**src/rtl/packet_pkg.sv**
```systemverilog
// Shared types and helpers for the switch input-port controller:
// FSM state and packet-type enums, header field extraction and classification.
package packet_pkg;

    typedef enum logic [1:0] {
        IDLE     = 2'd0,
        ROUTE    = 2'd1,
        ARB_WAIT = 2'd2,
        TRANSMIT = 2'd3
    } state_t;

    typedef enum logic [1:0] {
        ERR = 2'd0,
        SDP = 2'd1,
        MDP = 2'd2,
        BDP = 2'd3
    } p_type_t;

    // Helpers operate on fixed maximum-width containers so that any port
    // count / word width up to these limits can share one implementation.
    localparam int MAX_PORTS  = 32;
    localparam int MAX_DATA_W = 2 * MAX_PORTS + 64;

    typedef logic [MAX_PORTS-1:0]  port_mask_t;
    typedef logic [MAX_DATA_W-1:0] word_t;

    // Occupancy counter width for a FIFO of the given depth (one extra bit
    // so that full and empty are distinguishable).
    function automatic int cnt_width(input int depth);
        return $clog2(depth) + 1;
    endfunction

    // Mask with the low n bits set.
    function automatic port_mask_t low_mask(input int n);
        if (n >= MAX_PORTS) begin
            return '1;
        end
        return (port_mask_t'(1) << n) - port_mask_t'(1);
    endfunction

    // Source one-hot field: bits [num_ports-1:0].
    function automatic port_mask_t get_src(input word_t word, input int num_ports);
        return port_mask_t'(word) & low_mask(num_ports);
    endfunction

    // Target mask field: bits [2*num_ports-1:num_ports].
    function automatic port_mask_t get_tgt(input word_t word, input int num_ports);
        return port_mask_t'(word >> num_ports) & low_mask(num_ports);
    endfunction

    function automatic int unsigned popcount(input port_mask_t m);
        int unsigned c;
        c = 0;
        for (int i = 0; i < MAX_PORTS; i++) begin
            if (m[i]) begin
                c++;
            end
        end
        return c;
    endfunction

    // Broadcast is tested before single-destination so that a 2-port
    // switch (where broadcast is a single bit) reports BDP.
    function automatic p_type_t classify(input port_mask_t src, input port_mask_t tgt,
                                         input int port_id, input int num_ports);
        port_mask_t own;
        port_mask_t bcast;
        own   = port_mask_t'(1) << port_id;
        bcast = low_mask(num_ports) & ~own;
        if (tgt == '0 || (tgt & own) != '0 || src != own) begin
            return ERR;
        end
        if (tgt == bcast) begin
            return BDP;
        end
        if (popcount(tgt) == 1) begin
            return SDP;
        end
        return MDP;
    endfunction

endpackage

```
**src/rtl/pkt_fifo.sv**
```systemverilog
// Synchronous single-clock FIFO; the head word is presented combinationally
// on dout. Push while full and pop while empty are ignored.
module pkt_fifo
    import packet_pkg::*;
#(
    parameter int DATA_WIDTH = 16,
    parameter int DEPTH      = 8
) (
    input  logic                  clk,
    input  logic                  rst,
    input  logic                  push,
    input  logic                  pop,
    input  logic [DATA_WIDTH-1:0] din,
    output logic [DATA_WIDTH-1:0] dout,
    output logic                  full,
    output logic                  empty
);

    localparam int ADDR_W    = $clog2(DEPTH);
    localparam int CNT_WIDTH = cnt_width(DEPTH);

    logic [DATA_WIDTH-1:0] mem [DEPTH];
    logic [ADDR_W-1:0]     wr_ptr;
    logic [ADDR_W-1:0]     rd_ptr;
    logic [CNT_WIDTH-1:0]  count;
    logic                  push_ok;
    logic                  pop_ok;

    assign full    = (count == CNT_WIDTH'(DEPTH));
    assign empty   = (count == '0);
    assign push_ok = push && !full;
    assign pop_ok  = pop && !empty;
    assign dout    = mem[rd_ptr];

    // Storage write; contents need no reset since count gates visibility.
    always_ff @(posedge clk) begin
        if (push_ok) begin
            mem[wr_ptr] <= din;
        end
    end

    // Pointers wrap naturally (DEPTH is a power of two); count tracks occupancy.
    always_ff @(posedge clk or posedge rst) begin
        if (rst) begin
            wr_ptr <= '0;
            rd_ptr <= '0;
            count  <= '0;
        end else begin
            if (push_ok) begin
                wr_ptr <= wr_ptr + ADDR_W'(1);
            end
            if (pop_ok) begin
                rd_ptr <= rd_ptr + ADDR_W'(1);
            end
            case ({push_ok, pop_ok})
                2'b10:   count <= count + CNT_WIDTH'(1);
                2'b01:   count <= count - CNT_WIDTH'(1);
                default: count <= count;
            endcase
        end
    end

endmodule

```
**src/rtl/switch_port_ctrl.sv**
```systemverilog
// Per-input-port controller: buffers single-word packets, classifies them,
// requests every target output at once and launches only on a grant that
// covers the whole request in one cycle. Optional arbitration timeout drops
// the packet; ERR packets are counted with saturation.
module switch_port_ctrl
    import packet_pkg::*;
#(
    parameter int NUM_PORTS   = 4,
    parameter int PORT_ID     = 0,
    parameter int DATA_WIDTH  = 16,
    parameter int DEPTH       = 8,
    parameter int ARB_TIMEOUT = 0,
    parameter int CNT_W       = 8
) (
    input  logic                  clk,
    input  logic                  rst,
    input  logic                  in_valid,
    input  logic [DATA_WIDTH-1:0] in_data,
    output logic                  in_ready,
    output logic [NUM_PORTS-1:0]  req,
    input  logic [NUM_PORTS-1:0]  gnt,
    output logic [NUM_PORTS-1:0]  out_valid,
    output logic [DATA_WIDTH-1:0] out_data,
    output logic [1:0]            pkt_type,
    output logic [1:0]            cur_state,
    output logic                  drop,
    output logic [CNT_W-1:0]      err_cnt
);

    localparam int WAIT_W = (ARB_TIMEOUT > 1) ? $clog2(ARB_TIMEOUT) : 1;
    localparam logic [WAIT_W-1:0] WAIT_LAST = WAIT_W'((ARB_TIMEOUT > 0) ? ARB_TIMEOUT - 1 : 0);

    state_t                state;
    state_t                state_n;
    logic [DATA_WIDTH-1:0] pkt_reg;
    logic [DATA_WIDTH-1:0] pkt_reg_n;
    logic [NUM_PORTS-1:0]  req_n;
    logic [WAIT_W-1:0]     wait_cnt;
    logic [WAIT_W-1:0]     wait_cnt_n;
    logic [NUM_PORTS-1:0]  out_valid_n;
    logic [DATA_WIDTH-1:0] out_data_n;
    p_type_t               pkt_type_q;
    p_type_t               pkt_type_n;
    logic                  drop_n;
    logic [CNT_W-1:0]      err_cnt_n;

    logic                  fifo_push;
    logic                  fifo_pop;
    logic                  fifo_full;
    logic                  fifo_empty;
    logic [DATA_WIDTH-1:0] fifo_dout;

    logic [NUM_PORTS-1:0]  tgt;
    p_type_t               route_type;

    // No bypass: a full FIFO refuses input even when it pops that cycle.
    assign in_ready  = !fifo_full;
    assign fifo_push = in_valid && in_ready;

    pkt_fifo #(
        .DATA_WIDTH (DATA_WIDTH),
        .DEPTH      (DEPTH)
    ) u_fifo (
        .clk   (clk),
        .rst   (rst),
        .push  (fifo_push),
        .pop   (fifo_pop),
        .din   (in_data),
        .dout  (fifo_dout),
        .full  (fifo_full),
        .empty (fifo_empty)
    );

    assign tgt        = pkt_reg[2*NUM_PORTS-1:NUM_PORTS];
    assign route_type = classify(get_src(word_t'(pkt_reg), NUM_PORTS),
                                 get_tgt(word_t'(pkt_reg), NUM_PORTS),
                                 PORT_ID, NUM_PORTS);

    assign cur_state = state;
    assign pkt_type  = pkt_type_q;

    // Next-state and registered-output logic for IDLE/ROUTE/ARB_WAIT/TRANSMIT.
    always_comb begin
        state_n     = state;
        pkt_reg_n   = pkt_reg;
        req_n       = req;
        wait_cnt_n  = wait_cnt;
        out_valid_n = '0;
        out_data_n  = '0;
        pkt_type_n  = pkt_type_q;
        drop_n      = 1'b0;
        err_cnt_n   = err_cnt;
        fifo_pop    = 1'b0;
        case (state)
            IDLE: begin
                if (!fifo_empty) begin
                    fifo_pop  = 1'b1;
                    pkt_reg_n = fifo_dout;
                    state_n   = ROUTE;
                end
            end
            ROUTE: begin
                pkt_type_n = route_type;
                if (route_type == ERR) begin
                    if (err_cnt != '1) begin
                        err_cnt_n = err_cnt + CNT_W'(1);
                    end
                    state_n = IDLE;
                end else begin
                    req_n      = tgt;
                    wait_cnt_n = '0;
                    state_n    = ARB_WAIT;
                end
            end
            ARB_WAIT: begin
                // A complete grant beats a timeout landing in the same cycle.
                if ((gnt & req) == req) begin
                    out_valid_n = req;
                    out_data_n  = pkt_reg;
                    req_n       = '0;
                    state_n     = TRANSMIT;
                end else if (ARB_TIMEOUT != 0 && wait_cnt == WAIT_LAST) begin
                    req_n   = '0;
                    drop_n  = 1'b1;
                    state_n = IDLE;
                end else begin
                    wait_cnt_n = wait_cnt + WAIT_W'(1);
                end
            end
            TRANSMIT: begin
                state_n = IDLE;
            end
            default: begin
                state_n = IDLE;
            end
        endcase
    end

    // State and output registers, all cleared asynchronously by reset.
    always_ff @(posedge clk or posedge rst) begin
        if (rst) begin
            state      <= IDLE;
            pkt_reg    <= '0;
            req        <= '0;
            wait_cnt   <= '0;
            out_valid  <= '0;
            out_data   <= '0;
            pkt_type_q <= ERR;
            drop       <= 1'b0;
            err_cnt    <= '0;
        end else begin
            state      <= state_n;
            pkt_reg    <= pkt_reg_n;
            req        <= req_n;
            wait_cnt   <= wait_cnt_n;
            out_valid  <= out_valid_n;
            out_data   <= out_data_n;
            pkt_type_q <= pkt_type_n;
            drop       <= drop_n;
            err_cnt    <= err_cnt_n;
        end
    end

endmodule

```
**config.mk**
```make
export PLATFORM = sky130hd
export DESIGN_NAME = switch_port_ctrl
export DESIGN_NICKNAME = d
export VERILOG_FILES = /design/src/rtl/packet_pkg.sv /design/src/rtl/pkt_fifo.sv /design/src/rtl/switch_port_ctrl.sv
export SDC_FILE = /design/constraint.sdc
export NUM_CORES = 1
export LEC_CHECK = 0
export CORE_MARGIN = 2
export CORE_UTILIZATION = 45
export CTS_BUF_LIST = sky130_fd_sc_hd__clkbuf_8
export CTS_CLUSTER_DIAMETER = 100
export DETAILED_ROUTE_END_ITERATION = 7
export SLEW_MARGIN = 20
export SYNTH_ARGS = -nofsm -noshare
export SYNTH_HDL_FRONTEND = slang
export SYNTH_SLANG_ARGS = --single-unit
```
**constraint.sdc**
```tcl
create_clock -name clk -period 3.65 [get_ports clk]
set_input_delay 0.365 -clock clk [delete_from_list [all_inputs] [get_ports clk]]
set_output_delay 0.365 -clock clk [all_outputs]
set_load 0.02 [all_outputs]
```
# After elaboration in Yosys (flattened, before gate mapping)
# Memories as Yosys holds them, arrays and structs flattened. A register that Yosys moved wholly into a read port is not among the register bits.
# Cells that the tools add are included.
# W data, S select, Z words.
[totals] in_bits=23 latchBits=0 mem_count=1 elab_cells=91 mem_bits_rw=128 out_inout_bits=38 ff_bits=46 mem_bits_ro=0
[classes] multipliers=0 n_lt_le_gt_ge=0 div=0 n_shift=0 reduce_logical=17 add_sub_neg=8 n_bitwise=2 eq_ne=14 muxes=40
[memory_table] memory="u_fifo.mem" words=8 width=16 read_ports=1 rd_ports_with_merged_regs=1 wr=1 line="pkt_fifo.sv:22" rtl="logic [DATA_WIDTH-1:0] mem [DEPTH];"
[ops] cell="$mux W32" n=11
[ops] cell="$add A32 B1 Y32 const B" n=3
[ops] cell="$eq A32 B1 Y1 const B" n=1
[ops] cell="$logic_not A32 Y1" n=1
[ops] cell="$mux W16" n=2
[ops] cell="$mux W2" n=9
[ops] cell="$mux W4" n=4
[ops] cell="$pmux W4 S2" n=2
[ops] cell="$mux W1" n=11
[ops] cell="$add A8 B1 Y8 const B" n=1
[ops] cell="$eq A4 B4 Y1 const B" n=2
[ops] cell="$ne A8 B8 Y1 const B" n=1
[ops] cell="$pmux W2 S4" n=1
[ops] cell="$add A3 B1 Y3 const B" n=2
[ops] cell="$eq A2 B2 Y1 const B" n=3
[ops] cell="$ne A2 B2 Y1 const B" n=3
[ops] cell="$reduce_and A3 Y1" n=2
[ops] cell="$add A4 B1 Y4 const B" n=1
[ops] cell="$and A4 B4 Y4" n=1
[ops] cell="$eq A2 B1 Y1 const B" n=2
[ops] cell="$eq A4 B4 Y1" n=1
[ops] cell="$logic_not A2 Y1" n=2
[ops] cell="$logic_not A4 Y1" n=1
[ops] cell="$ne A4 B1 Y1 const B" n=1
[ops] cell="other kinds (7)" n=13

# Depth between registers and ports, before layout
# Gate-level depths: netlist (run 1).
[logic_depth] depth_word=29 mapped_depth=11 ltp_nobuf=10

# Hierarchy
# A second synthesis (run 1) with hierarchy kept.
[hier_totals] cells_unflattened=435 hier_area_um2=7831.3
[by_module_without_submodules] mod="pkt_fifo" n_inst=1 area_each_um2=5557.8 cells_per_inst=254 seq_area_each_um2=4093.9
[by_module_without_submodules] mod="switch_port_ctrl" n_inst=1 area_each_um2=2273.4 cells_per_inst=181 seq_area_each_um2=1301.2

# Worst setup path before layout (run 1)
# No wires, ideal clock.
[synth_path] kind="reg-to-reg" from="reg u_fifo.count[3]" to="mem u_fifo.mem[0][0], enable pin" arrival_ns=2.270 path_slack_ns=0.970 synth_period_minus_slack_ns=2.680 path_buffers=0 stages_incl_launch_ff=5 setup_time_ns=0.409 t_required_ns=3.241 cell_sequence="dfrtp_1 > or4b_2 > nand2_1 > or2_2 > nor3_1"
[synth_via] elab_chain_len=6
[synth_rtl] element="from (decl)" line="pkt_fifo.sv:25" rtl="logic [CNT_WIDTH-1:0] count;"
[synth_rtl] element="from (signal assigned)" line="pkt_fifo.sv:56" rtl="2'b10: count <= count + CNT_WIDTH'(1);"
[synth_rtl] element="from (signal assigned)" line="pkt_fifo.sv:57" rtl="2'b01: count <= count - CNT_WIDTH'(1);"
[synth_rtl] element="from (signal assigned)" line="pkt_fifo.sv:58" rtl="default: count <= count;"
[synth_rtl] element="$eq A4 B4 Y1 (*)" line="pkt_fifo.sv:29" rtl="assign full = (count == CNT_WIDTH'(DEPTH));"
[synth_rtl] element="$logic_not A1 Y1 (*)" line="switch_port_ctrl.sv:57" rtl="assign in_ready = !fifo_full;"
[synth_rtl] element="net in_ready" line="switch_port_ctrl.sv:19" rtl="output logic in_ready,"
[synth_rtl] element="$logic_and A1 B1 Y1" line="switch_port_ctrl.sv:58" rtl="assign fifo_push = in_valid && in_ready;"
[synth_rtl] element="$logic_and A1 B1 Y1 (*)" line="pkt_fifo.sv:31" rtl="assign push_ok = push && !full;"
[synth_rtl] element="$mux W1 (*)" line="pkt_fifo.sv:37" rtl="if (push_ok) begin"
[synth_rtl] element="$mux W1 (implied by the code) (*)" line="pkt_fifo.sv:38" rtl="mem[wr_ptr] <= din;"
[synth_rtl] element="to (decl)" line="pkt_fifo.sv:22"
# The timed path passes the listed nets; every way through them passes the cells marked *.

# Final worst setup path (run 1)
[layout_path] from="reg u_fifo.count[0]" to="reg u_fifo.count[3]"
[layout_via] elab_chain_len=6 word_cells_on_any_way=15 cone_classes="2 x add/sub; 3 x eq/ne; 3 x mux; 7 x reduce/logical"
[layout_rtl] element="$logic_not A4 Y1 / $eq A4 B4 Y1 (equally long branches)" line="pkt_fifo.sv:30, pkt_fifo.sv:29"
[layout_rtl] element="$mux W1 / $logic_not A1 Y1 (equally long branches)" line="switch_port_ctrl.sv:96, pkt_fifo.sv:31, switch_port_ctrl.sv:57"
[layout_rtl] element="$mux W1 / $logic_and A1 B1 Y1 (equally long branches)" line="switch_port_ctrl.sv:94, switch_port_ctrl.sv:58"
[layout_rtl] element="$logic_and A1 B1 Y1, on equally long branches" line="pkt_fifo.sv:32, pkt_fifo.sv:31"
[layout_rtl] element="$eq A2 B1 Y1 / $eq A2 B2 Y1 (equally long branches)" line="pkt_fifo.sv:55" rtl="case ({push_ok, pop_ok})"
[layout_rtl] element="$pmux W4 S2 / $reduce_bool A2 Y1 (equally long branches)"
# Several ways; a longest one is shown, not always the timed one.
# A chain may end at the register's enable or synchronous reset.

==> results of run 1 <==
==> worst max-delay path, stage by stage (launching register included) <==
cell	delay (ps)
dfrtp_1	450
or4b_2	740
nand2_1	170
ha_1	270
ha_1	260
a21o_1	210
a2111oi_0	500
nand4b_1	200
nand3_1	80
==> per-layer routing <==
metal	track usage (%)	share of wire, %	up-vias
met5	0	0	-
met4	6.68	1.9	0
met3	3.67	4.1	19
met2	28.4	49	105
met1	22.7	45	2048
li1	-	-	1847
==> synthesized netlist by cell type (3+ instances only) <==
master      n  area (sq um)
and3_1     21           131
a21oi_1     6          30.0
mux4_2     32           721
o21ai_0    17          85.1
nor2b_1     7          43.8
clkbuf_1   12          45.0
nand2b_1    3          18.8
buf_2       7          35.0
ha_1       14           175
nand2_1    29           109
nor2_1     11          41.3
inv_1      13          48.8
nand3_1    11          55.1
dfrtp_1    62          1550
nor3_1      8          40.0
mux2i_1    19           190
edfxtp_1  128          3840
a22o_1      4          35.0
xnor2_1     5          43.8
xor2_1      8          70.1
==> kinds of logic after synthesis <==
kind of cell    after synthesis
simple gates                104
fa+ha+maj                    15
flops                       190
xor+xnor                     13
mux                          53
compound gates               38
other cells                   1
buf+inv                      34
==> placed cells by master (no fill, tap or decap), types with 3 or more instances in the layout <==
master           synthesis  layout
clkdlybuf4s50_1          0      59
dfrtp_1                 62      60
xnor2_1                  5       5
a21oi_1                  6       6
nand3_1                 11      11
clkbuf_8                 0      17
o21ai_0                 17      17
nor3_1                   8       6
nor4_2                   2       3
nor2_1                  11      11
nand2_1                 29      29
inv_1                   13      12
clkinvlp_4               0       3
nand2b_1                 3       3
a22o_1                   4       4
nor2b_1                  7       7
and3_1                  21      21
inv_6                    0       6
xor2_1                   8       8
mux4_2                  32      32
buf_4                    1      12
ha_1                    14      14
mux2i_1                 19      19
edfxtp_1               128     128
==> power by group through the flow <==
stage / registers [W] / clock network [W] / logic, W
after floorplan: 0.00308 / 0 / 0.00168
after global placement: 0.00326 / 0 / 0.00219
after detailed placement: 0.00329 / 0 / 0.00226
after CTS: 0.00324 / 0.00131 / 0.00227
after global routing: 0.00330 / 0.00139 / 0.00247
final: 0.00323 / 0.00126 / 0.00224
==> final cells by class <==
cell class              instances  area (sq um)  share of cell area [%]
clock inverters                15           124                    1.40
multi-input cells             224          2080                    23.4
inverters                      13          48.8                   0.551
flip-flops and latches        190          5400                    60.9
repair buffers                 72           701                    7.91
well taps                     220           275                    3.11
clock buffers                  17           234                    2.64
==> metrics by stage <==
stage                     cell area (sq um)  total power (W)  setup WS (ps)  std cells
after floorplan                        7590          0.00475            970        448
after global placement                 8500          0.00546            997        719
after detailed placement               8500          0.00555            696        719
after CTS                              8860          0.00682            699        751
after global routing                   8860          0.00716            562        751
final                                  8860          0.00673            657        751
==> worst max-delay path by stage <==
| stage | start | endpoint | slack [ps] | cells past startpoint |
|---|---|---|---|---|
| after floorplan | u_fifo.count[3] | u_fifo.mem[0][0] | 970 | 4 |
| after global placement | u_fifo.count[0] | u_fifo.count[3] | 1000 | 8 |
| after detailed placement | u_fifo.count[0] | u_fifo.count[3] | 700 | 8 |
| after CTS | u_fifo.count[0] | u_fifo.count[3] | 700 | 8 |
| after global routing | u_fifo.count[0] | u_fifo.count[3] | 560 | 8 |
| final | u_fifo.count[0] | u_fifo.count[3] | 660 | 8 |
==> flow_summary.toml, run 1 <==
[synth]
synth_top_flop_cell = "edfxtp_1"
yosys_warnings = 0
async_flop_share_pct = 32.6
synth_fp_nets = 486
synthAdderAreaFrac_pct = 2.57
ys_seq_elements = 190
yosysSeqAreaShare_pct = 71.1
yosysUniqueCellTypes = 47
synth_mux_area_share_pct = 12.3
yosys.area_share.simple_pct = 7.37
synth_top_family_by_area = "multiplexers"
synth_xor_area_share_pct = 1.50
synth_compound_area_share_pct = 3.26
syn_avg_cell_area_sq_um = 16.9
syn_inst = 448
synth_edf_count = 128
syn_area_sq_mm = 0.00759

[cells_and_area]
area_delta_synth_final_pct = 16.7
final_util_pct = 53.6
drive_gt1_share_pct = 17.5
diodes = 0
fillers = 1333
largest_reg_flops = 128
nNetsFinal = 556

[clock_network]
clk_latency_ps = 460
clockBufferDepth = 2
htreeDepth = 4
cts_hold_repair.buffers = 0
clk_pin_slew_worst_paths_ps = 100
cts_tree = "yes"
cts_buffers = 17
clockRootBuffer = "clkbuf_8"
cts_setup_buffers = 0
cts.repair.resized = 0
cts_sinks = 190

[timing]
finalMaxSlewViolations = 0
maxSlewHeadroom_pct = 36.5
whs_ps = 223
finalSetupViolCount = 0
worst_slew_pin_slew_ps = 950
finalHoldViolations = 0
fin_crit_sh_pct = 82.0
rsz0062_at_grt = "false"
finalCriticalPeriod_ps = 2990
skew_ps = 14.0
max_freq_ghz = 0.334
fin_setup_tns_ps = 0

[global_route]
grt_pass1_wl_microns = 23100
grt_pass1_vias = 4267
grt_usage_pct = 17.2
antenna_found_initial = 0
grt-ovfl-total = 0
grt_start_max_net_pins = 35

[pwr]
clock_power_share_pct = 18.7
leakage_nw = 3.32
p_sw_share_pct = 35.2
power_switching_w = 0.00237
internal_power_w = 0.00436
combPwrFrac_pct = 33.3
max-vdd-ir-drop_mv = 0.305
seq_power_share_pct = 48.0
p_per_area_mw_per_mm2 = 760

[critical_path]
reg2reg_setup_slack_ps = 660
cp-start-kind = "flip-flop"
cp-end-kind = "flip-flop"
critPathKind = "flip-flop to flip-flop"
reg2regPathDepth = 8
cp.arrival_ps = 3340
r2r_start = "u_fifo.count[0]"
path_max_fanout = 5
required_ps = 4000
r2r-end = "u_fifo.count[3]"

[min_path]
hold_path.class = "input port to asynchronous set/reset pin"

[route]
wl_per_cell_microns = 19.0
drt_wl_total_microns = 14300
drc = 0
detail-route-antenna-nets = 0
viasPerCell = 5.35
drtIter0Drc = 250
vias = 4019
drt_pass1_iterations = 5

[placement]
place_congestion = 0.759
io_buffers = 59
dp_hpwl_microns = 8990

[run]
cap_violations = 0

[status]
status = "finished, final reports clean"

[floorplan]
num_rows = 47
coreArea_sq_mm = 0.0165
pin_count = 61
initial_core_util_pct = 45.9
die_h_microns = 134
dieArea_sq_mm = 0.0179
chipWidth_microns = 134
Power figures use the tool's default switching activity.
==> run 2: changes to the inputs <==
--- a/config.mk
+++ b/config.mk
@@ -10,6 +10,7 @@
 export CTS_BUF_LIST = sky130_fd_sc_hd__clkbuf_8
 export CTS_CLUSTER_DIAMETER = 100
 export DETAILED_ROUTE_END_ITERATION = 7
+export PLACE_DENSITY = 0.67
 export SLEW_MARGIN = 20
 export SYNTH_ARGS = -nofsm -noshare
 export SYNTH_HDL_FRONTEND = slang
==> constraint.sdc (replaced) <==
create_clock -name clk -period 2.4 [get_ports clk]
set_input_delay 0.24 -clock clk [delete_from_list [all_inputs] [get_ports clk]]
set_output_delay 0.24 -clock clk [all_outputs]
set_load 0.02 [all_outputs]
==> run 2 against run 1 <==
Sequential share of layout area shrank 1.4 points. Clock-buffer cell count is the same. Combinational power grew 76%. Utilization grew 1.3 points. Critical path type unchanged. Sequential cell count is the same. Setup slack lost 650 ps. Total power grew 57%.
==> flow_summary.toml, run 2 (synthesis results as in run 1) <==
[status]
status = "finished, final reports clean"

[route]
drt_wl_total_microns = 13700
drt_pass1_iterations = 4
drc = 0
drtIter0Drc = 312
viasPerCell = 5.30
vias = 4030
wl_per_cell_microns = 18.0
detail-route-antenna-nets = 0

[timing]
finalMaxSlewViolations = 0
finalHoldViolations = 0
finalSetupViolCount = 0
maxSlewHeadroom_pct = 50.0
rsz0062_at_grt = "true"
max_freq_ghz = 0.419
finalCriticalPeriod_ps = 2390
skew_ps = 11.3
fin_crit_sh_pct = 99.5
worst_slew_pin_slew_ps = 741

[global_route]
antenna_found_initial = 0
grt_pass1_wl_microns = 22600
grt_pass1_vias = 4067
grt-ovfl-total = 0
grt_start_max_net_pins = 35
grt_usage_pct = 16.8

[critical_path]
reg2regPathDepth = 8
cp-start-kind = "flip-flop"
cp-end-kind = "flip-flop"
path_max_fanout = 4
r2r-end = "u_fifo.count[3]"
critPathKind = "flip-flop to flip-flop"
crit_start = "u_fifo.count[2]"
r2r_start = "u_fifo.count[2]"
reg2reg_setup_slack_ps = 10
cp.arrival_ps = 2710
required_ps = 2720
endpoint = "u_fifo.count[3]"

[pwr]
leakage_nw = 3.40
max-vdd-ir-drop_mv = 0.516
p_per_area_mw_per_mm2 = 1170
power_w = 0.0106

[cells_and_area]
layout_commonest_cell = "edfxtp_1"
drive_gt1_share_pct = 20.5
nNetsFinal = 566
diodes = 0
layout_common_cells = "edfxtp_1 (128), clkdlybuf4s50_1 (58), dfrtp_1 (57)"
final_cell_area_sq_mm = 0.00908
largest_reg_flops = 128
fillers = 1283
area_delta_synth_final_pct = 19.6

[clock_network]
clockRootBuffer = "clkbuf_8"
clockBufferDepth = 2
cts_sinks = 190
clk_pin_slew_worst_paths_ps = 90
cts_hold_repair.buffers = 0
cts_tree = "yes"
htreeDepth = 4
cts_buffers = 17
clk_latency_ps = 450

[min_path]
hold_path.class = "input port to asynchronous set/reset pin"

[placement]
place_congestion = 0.818
io_buffers = 59
dp_hpwl_microns = 8660
placedInstanceArea_sq_mm = 0.00861

[floorplan]
num_rows = 47
dieArea_sq_mm = 0.0179
initial_core_util_pct = 45.9
pin_count = 61
chipWidth_microns = 134
die_h_microns = 134
coreArea_sq_mm = 0.0165

[run]
cap_violations = 0
[run 2: report_power, final]
part           switching [W]  leakage, nW  total (W)  internal (W)
Sequential          0.000438         1.95    0.00464       0.00420
Combinational        0.00209         1.25    0.00395       0.00187
Clock                0.00114        0.194    0.00200      0.000857
[run 2: critical path, cell delays in order, from the launching register on]
cell and delay, ps:
dfrtp_2 450, or4b_4 540, nand2_2 100, ha_2 170, ha_1 220, a21o_1 210
a2111oi_4 310, nand4b_1 150, nand3_1 100
[run 2: how the worst min path moves through the flow]
stage / cells after the start / end / startpoint
6_report: 2 / err_cnt[5] / rst
5_1_grt: 2 / err_cnt[5] / rst
4_1_cts: 2 / err_cnt[5] / rst
3_5_place_dp: 2 / pkt_reg[15] / pkt_reg[15]
3_3_place_gp: 2 / pkt_reg[12] / pkt_reg[12]
2_1_floorplan: 0 / u_fifo.mem[0][0] / in_data[0]
[run 2: layout make-up]
class                   count  area [sq um]  share of cell area [%]
inverters                  13          48.8                   0.538
multi-input cells         224          2120                    23.4
clock buffers              17           234                    2.58
flip-flops and latches    190          5400                    59.5
well taps                 220           275                    3.03
clock inverters            15           155                    1.71
repair buffers             82           837                    9.22
[run 2: metal layers]
| metal | wire (microns) | track usage, % |
|---|---|---|
| met1 | 6060 | 22.4 |
| met2 | 6760 | 27.0 |
| met3 | 688 | 4.42 |
| met4 | 161 | 5.56 |
| met5 | 0 | 0 |
[run 2: what timing repair did]
item / in CTS / in global routing
gates resized for setup: 8 / 4
setup endpoints to repair: 2 / 2
setup buffers: 1 / 2
pin swaps: 3 / 0
hold endpoints to repair: 0 / 0
[run 2: through the flow]
| step | hold slack [ps] | setup TNS [ps] | std cells | setup WS [ps] | util [%] |
|---|---|---|---|---|---|
| after floorplan | 339 | 0 | 448 | 19.6 | - |
| after global placement | 459 | 0 | 726 | 74.4 | 52.1 |
| after detailed placement | 468 | -219 | 726 | -219 | 52.1 |
| after CTS | 94.8 | 0 | 759 | 10.9 | 54.8 |
| after global routing | 129 | -55.2 | 761 | -55.2 | 54.9 |
| final | 121 | 0 | 761 | 11.8 | 54.9 |
==> run 3: changes to the inputs <==
--- a/config.mk
+++ b/config.mk
@@ -8,8 +8,8 @@
 export CORE_MARGIN = 2
 export CORE_UTILIZATION = 45
 export CTS_BUF_LIST = sky130_fd_sc_hd__clkbuf_8
-export CTS_CLUSTER_DIAMETER = 100
 export DETAILED_ROUTE_END_ITERATION = 7
+export HOLD_SLACK_MARGIN = 0.08
 export PLACE_DENSITY = 0.67
 export SLEW_MARGIN = 20
 export SYNTH_ARGS = -nofsm -noshare
==> results of run 3 <==
Final layout, timing and power as in run 2 (identical DEF).
